**src/rtl/irq_brk_sequencer.sv**
```systemverilog
// Interrupt/BRK entry sequencer: fetch override, dummy read, three stack pushes, two-byte vector fetch.
// Arbitrates RES > NMI > IRQ/BRK and lets a late NMI hijack a BRK/IRQ entry.
module irq_brk_sequencer #(
    parameter logic [15:0] VEC_NMI = 16'hFFFA,
    parameter logic [15:0] VEC_RES = 16'hFFFC,
    parameter logic [15:0] VEC_IRQ = 16'hFFFE
) (
    input  logic        i_clk,
    input  logic        i_rst,
    input  logic        i_sync,
    input  logic        i_brk,
    input  logic        i_nmi_n,
    input  logic        i_irq_n,
    input  logic        i_iflag,
    input  logic        i_ready,
    output logic        o_busy,
    output logic        o_force_brk,
    output logic        o_inhibit_pc,
    output logic        o_stack_op,
    output logic        o_rwbar,
    output logic [1:0]  o_db_sel,
    output logic        o_b_flag,
    output logic [15:0] o_vec_addr,
    output logic        o_vec_lo,
    output logic        o_vec_hi,
    output logic        o_set_i,
    output logic        o_done
);

    typedef enum logic [2:0] {
        S_IDLE,
        S_DUMMY,
        S_PUSH_PCH,
        S_PUSH_PCL,
        S_PUSH_P,
        S_VEC_LO,
        S_VEC_HI
    } state_t;

    typedef enum logic [1:0] {
        K_RES,
        K_NMI,
        K_IRQ,
        K_BRK
    } kind_t;

    state_t      r_state;
    state_t      w_state_next;
    kind_t       r_kind;
    kind_t       w_kind_next;
    logic [15:0] r_vec;
    logic [15:0] w_vec_next;
    logic        r_nmi_pend;
    logic        r_nmi_prev;
    logic        r_sync_d;
    logic        w_sync_d_next;
    logic        w_nmi_edge;
    logic        w_nmi_clear;
    logic        w_hw_pending;
    logic        w_stall;

    logic        w_busy;
    logic        w_force_brk;
    logic        w_inhibit_pc;
    logic        w_stack_op;
    logic        w_rwbar;
    logic [1:0]  w_db_sel;
    logic        w_b_flag;
    logic [15:0] w_vec_addr;
    logic        w_vec_lo;
    logic        w_vec_hi;
    logic        w_set_i;
    logic        w_done;

    assign w_nmi_edge   = r_nmi_prev & ~i_nmi_n;
    assign w_hw_pending = r_nmi_pend | (~i_irq_n & ~i_iflag);

    always_comb begin
        w_state_next  = r_state;
        w_kind_next   = r_kind;
        w_vec_next    = r_vec;
        w_sync_d_next = 1'b0;
        w_nmi_clear   = 1'b0;
        w_busy        = 1'b1;
        w_force_brk   = 1'b0;
        w_inhibit_pc  = 1'b0;
        w_stack_op    = 1'b0;
        w_rwbar       = 1'b1;
        w_db_sel      = 2'd0;
        w_b_flag      = 1'b0;
        w_vec_addr    = 16'h0000;
        w_vec_lo      = 1'b0;
        w_vec_hi      = 1'b0;
        w_set_i       = 1'b0;
        w_done        = 1'b0;

        case (r_state)
            S_IDLE: begin
                w_busy        = 1'b0;
                w_sync_d_next = i_sync & ~w_hw_pending;
                if (i_sync && w_hw_pending) begin
                    w_force_brk  = 1'b1;
                    w_inhibit_pc = 1'b1;
                    w_state_next = S_DUMMY;
                    w_kind_next  = r_nmi_pend ? K_NMI : K_IRQ;
                end else if (r_sync_d && i_brk) begin
                    // PC has already stepped past the signature byte, so skip the dummy read.
                    w_state_next = S_PUSH_PCH;
                    w_kind_next  = K_BRK;
                end
            end
            S_DUMMY: begin
                w_inhibit_pc = 1'b1;
                w_state_next = S_PUSH_PCH;
            end
            S_PUSH_PCH: begin
                w_stack_op   = 1'b1;
                w_rwbar      = (r_kind == K_RES);
                w_db_sel     = 2'd1;
                w_state_next = S_PUSH_PCL;
            end
            S_PUSH_PCL: begin
                w_stack_op   = 1'b1;
                w_rwbar      = (r_kind == K_RES);
                w_db_sel     = 2'd2;
                w_state_next = S_PUSH_P;
            end
            S_PUSH_P: begin
                w_stack_op   = 1'b1;
                w_rwbar      = (r_kind == K_RES);
                w_db_sel     = 2'd3;
                w_b_flag     = (r_kind == K_BRK);
                w_state_next = S_VEC_LO;
                // A pending NMI redirects the vector; B has already been pushed with the old kind.
                if (r_kind == K_RES) begin
                    w_vec_next = VEC_RES;
                end else if (r_nmi_pend) begin
                    w_vec_next  = VEC_NMI;
                    w_kind_next = K_NMI;
                    w_nmi_clear = 1'b1;
                end else begin
                    w_vec_next = VEC_IRQ;
                end
            end
            S_VEC_LO: begin
                w_vec_addr   = r_vec;
                w_vec_lo     = 1'b1;
                w_set_i      = 1'b1;
                w_state_next = S_VEC_HI;
            end
            S_VEC_HI: begin
                w_vec_addr   = r_vec + 16'd1;
                w_vec_hi     = 1'b1;
                w_done       = 1'b1;
                w_state_next = S_IDLE;
            end
            default: begin
                w_state_next = S_IDLE;
            end
        endcase

        w_stall = ~i_ready & w_rwbar;
        if (w_stall) begin
            w_state_next  = r_state;
            w_kind_next   = r_kind;
            w_vec_next    = r_vec;
            w_sync_d_next = r_sync_d;
            w_nmi_clear   = 1'b0;
        end
    end

    always_ff @(posedge i_clk) begin
        if (i_rst) begin
            r_state    <= S_DUMMY;
            r_kind     <= K_RES;
            r_vec      <= 16'h0000;
            r_nmi_pend <= 1'b0;
            r_nmi_prev <= 1'b1;
            r_sync_d   <= 1'b0;
        end else begin
            r_state    <= w_state_next;
            r_kind     <= w_kind_next;
            r_vec      <= w_vec_next;
            r_nmi_prev <= i_nmi_n;
            r_sync_d   <= w_sync_d_next;
            r_nmi_pend <= w_nmi_edge | (r_nmi_pend & ~w_nmi_clear);
        end
    end

    // Reset overrides outputs immediately so an aborted push never writes.
    assign o_busy       = i_rst | w_busy;
    assign o_rwbar      = i_rst | w_rwbar;
    assign o_force_brk  = ~i_rst & w_force_brk;
    assign o_inhibit_pc = ~i_rst & w_inhibit_pc;
    assign o_stack_op   = ~i_rst & w_stack_op;
    assign o_db_sel     = i_rst ? 2'd0 : w_db_sel;
    assign o_b_flag     = ~i_rst & w_b_flag;
    assign o_vec_addr   = i_rst ? 16'h0000 : w_vec_addr;
    assign o_vec_lo     = ~i_rst & w_vec_lo;
    assign o_vec_hi     = ~i_rst & w_vec_hi;
    assign o_set_i      = ~i_rst & w_set_i;
    assign o_done       = ~i_rst & w_done;

endmodule
```
**config.mk**
```make
export PLATFORM = sky130hd
export DESIGN_NAME = irq_brk_sequencer
export DESIGN_NICKNAME = d
export VERILOG_FILES = /design/src/rtl/irq_brk_sequencer.sv
export SDC_FILE = /design/constraint.sdc
export NUM_CORES = 1
export LEC_CHECK = 0
export CAP_MARGIN = 20
export CORE_ASPECT_RATIO = 0.75
export CORE_MARGIN = 1.5
export CORE_UTILIZATION = 35
export CTS_CLUSTER_SIZE = 8
export DETAILED_ROUTE_END_ITERATION = 10
export PLACE_DENSITY = 0.68
export SETUP_SLACK_MARGIN = 0.4
export SLEW_MARGIN = 25
export SYNTH_ARGS = -nofsm -noshare
export SYNTH_HDL_FRONTEND = slang
export SYNTH_SLANG_ARGS = --single-unit
```
**constraint.sdc**
```tcl
create_clock -name i_clk -period 2.4 [get_ports i_clk]
set_input_delay 0.48 -clock i_clk [delete_from_list [all_inputs] [get_ports i_clk]]
set_output_delay 0.48 -clock i_clk [all_outputs]
set_load 0.01 [all_outputs]
```
==> summary.txt <==
Global route
  – Met1 Use GR: ~29%
  – Most used routing layer in global routing: met2
  – Initial antenna violation count: 0
  – Met2 GRT Util: between 30% and 40%
  – All-Layer GR Usage: 21.2%
  – Global-route wire length before repair: between 4 and 5 mm
  – GR Util met3: 5.16%
  – Grt ovf: 0
  – Largest net degree at the start of global routing: 14
  – Vias in the first global route: 779

Synthesis
  – Synth Warn #: 0
  – Seq cells post-synth: 11
  – Cell area after synthesis: 816 sq um
  – Largest family of logic cells by synthesized area: compound AO/OA/AOI/OAI gates
  – Post-Synthesis Cells: 102
  – XOR/XNOR Fraction of Synth Area: 2.15%
  – Synth Area per Inst: 8.00 sq um
  – Post-Synth Adder-Cell Area: 0%
  – Simple-gate share of the synthesized area: 23.0%
  – Multiplexer area fraction after synthesis: approximately 2.6%
  – Complex-gate fraction of the synthesized area: 25.3%
  – Post-synthesis sequential area ratio: a little over a quarter
  – Syn Nets: 110
  – Synth cell types: 37

Detailed routing
  – WL final: 2.47 mm
  – DR pass1 iterations: 4
  – Vias: 848
  – DRT iter0 DRCs: 45
  – DRC: 0
  – Antenna Nets Post-Route: 0
  – Per-cell routed wire length: ~15 microns
  – DR vias/cell: between 5 and 6

Timing
  – Slew headroom: 70.2%
  – Final Setup Violations: 0
  – Layout Skew: 0.00686 ns
  – Period utilisation layout: between 80% and 90%
  – Setup TNS: 0 ns
  – Measured slew at the worst slew-check pin: 0.448 ns
  – Final Worst Setup Slack: 0.346 ns
  – RSZ-0062 raised after global routing: true
  – Worst hold slack: approximately 0.47 ns
  – Max frequency: roughly 490 MHz
  – Final Hold Viols: 0
  – Clock period minus worst slack: 2.05 ns
  – Final Max Slew Viols: 0

Power and ir drop
  – VDD IR max: 0.215 mV
  – Combinational Power Share: 33.0%
  – Clock power frac: approximately 27%
  – Sw Share: 32.6%
  – Power Total: roughly 0.51 mW
  – Static Leak: between 0.5 and 0.6 nW
  – Switch Pwr: between 0.15 and 0.2 mW
  – Pint: 0.341 mW
  – Sequential power share: ~40%
  – Power Density: about 400 nW/um^2

Critical path
  – CP Launch Point: r_state[0]$_SDFFE_PP1P_
  – Critical Path RT: between 1.5 and 2 ns
  – Critical path launch point type: register
  – Crit-path max FO: 6
  – Setup crit end kind: output port
  – WP data arrival: 1.57 ns
  – Worst reg2reg startpoint: r_nmi_pend$_SDFF_PP0_
  – CP Class: reg2out

CTS
  – Clk slew on worst S/H paths: approximately 0.080 ns
  – Sink Count: 11
  – CTS tree: yes
  – CTS Buffer Depth: 2
  – CTS H-tree depth: 1
  – Root Driver: clkbuf_4
  – Insertion delay to the later sink of the worst-skew pair: 0.28 ns
  – Num CTS Buffers: 3

Layout
  – Area of the multi-input gates: 520 sq um
  – Final Instance Count excl. Fillers: approximately 160
  – Fraction of layout cells with a size suffix above 1: a little over two fifths
  – Layout fillers: 179
  – Area Overhead vs Synth: 54.9%
  – Reg area: 229 sq um
  – Layout Utilization: 60.1%
  – Post-route cell area: 1260 sq um
  – Final net count: 147
  – # diodes: 0

Place
  – HPWL Detailed: 1.67 mm
  – Routability cong.: between 0.8 and 0.9
  – Buffers on Ports: 35
  – DP Area: 1160 sq um
  – Dpl cells: 153
  – Pre-CTS WS: -0.265 ns

Min path
  – Hold Crit Class: reg2reg
  – Hold path startpoint: r_vec[14]$_SDFFE_PP0P_

Die
  – Top-Level Pins: 36
  – Starting density of the core: 38.8%
  – Die Wd: 58.7 microns
  – DIE AREA: 2630 sq um
  – Core area: 2100 sq um
  – Site Rows: 14
  – Die height: 44.8 microns

Run
  – Max Cap Viol: 0

Outcome
  – Status: finished clean
-- cell usage in the layout (no fill, tap or decap), types with 4 or more instances in the layout --
cell,instances
nor3_1,4
dlygate4sd2_1,7
a21oi_1,7
o21ai_0,4
buf_4,13
nand2_1,4
clkdlybuf4s15_1,6
nor2_1,10
buf_6,5
dfxtp_1,8
clkdlybuf4s50_1,4
clkbuf_2,11
buf_2,5
-- kinds of logic after synthesis --
| logic type | Yosys count |
|---|---|
| xor+xnor | 2 |
| mux | 2 |
| simple gates | 35 |
| flops | 11 |
| buf+inv | 25 |
| compound gates | 27 |
-- sequential cells by signal, indices dropped and copies added (netlist names) --
signal / flops
r_vec: 3
r_state: 3
r_sync_d: 1
r_nmi_prev: 1
r_nmi_pend: 1
r_kind: 2
-- worst paths after layout --
path	end	cells past startpoint	slack [ns]
setup reg to reg	r_kind[1]$_SDFFE_PP0P_	5	0.79
setup / recovery	o_force_brk	4	0.35
hold reg to reg	r_vec[14]$_SDFFE_PP0P_	2	0.47
hold / removal	r_vec[14]$_SDFFE_PP0P_	2	0.47
-- metal layers --
metal,up-vias,wire [microns]
met3,3,135
met2,23,1170
met1,400,1150
met5,-,0
li1,422,-
met4,0,24
-- critical path: stages, from the launching register on --
cell	delay, ns
dfxtp_4	0.37
buf_6	0.14
or4_4	0.55
nor2_1	0.09
buf_2	0.14
-- synth_stat cells, drive strengths merged --
cell type | number | area [sq um]
or3b | 1 | 8.76
or2 | 1 | 6.26
o21a | 2 | 15.0
nand2b | 2 | 12.5
and2 | 3 | 18.8
o2111ai | 1 | 8.76
nor3b | 2 | 15.0
a31o | 1 | 17.5
dfxtp | 11 | 220
xnor2 | 2 | 17.5
a41oi | 1 | 8.76
nor4 | 3 | 18.8
inv | 3 | 11.3
a31oi | 2 | 27.5
a2111oi | 1 | 15.0
clkbuf | 5 | 18.8
a211o | 1 | 8.76
or4 | 1 | 7.51
o21bai | 1 | 7.51
o211ai | 1 | 7.51
mux2 | 1 | 11.3
nand2 | 4 | 15.0
a311oi | 1 | 8.76
o22ai | 1 | 6.26
a21oi | 8 | 40.0
nor4bb | 1 | 10.0
mux2i | 1 | 10.0
nor2b | 2 | 12.5
o21ai | 4 | 20.0
buf | 17 | 133
nor2 | 10 | 37.5
o31ai | 1 | 7.51
a21boi | 1 | 7.51
nor3 | 5 | 25.0
-- power groups by stage --
stage          combinational (mW)  clock, mW  sequential, mW
3_5_place_dp                0.133          0           0.203
5_1_grt                     0.179      0.149           0.204
2_1_floorplan              0.0812          0           0.199
6_report                    0.167      0.136           0.202
4_1_cts                     0.155      0.140           0.201
3_3_place_gp                0.132          0           0.203
-- layout make-up --
| cell class | count | area share [%] |
|---|---|---|
| clock buffers | 4 | 2.08 |
| inverters | 3 | 0.891 |
| multi-input cells | 66 | 41.2 |
| flip-flops and latches | 11 | 18.1 |
| well taps | 24 | 2.38 |
| repair buffers | 54 | 35.3 |
-- repair_timing --
item,CTS,global route
pin swaps,7,2
gates resized for setup,71,36
endpoints found under the setup margin,28,23
endpoints found under the hold margin,0,0
hold buffers,0,0
setup buffers,5,0
No activity file was read; power rests on OpenSTA's default activity.
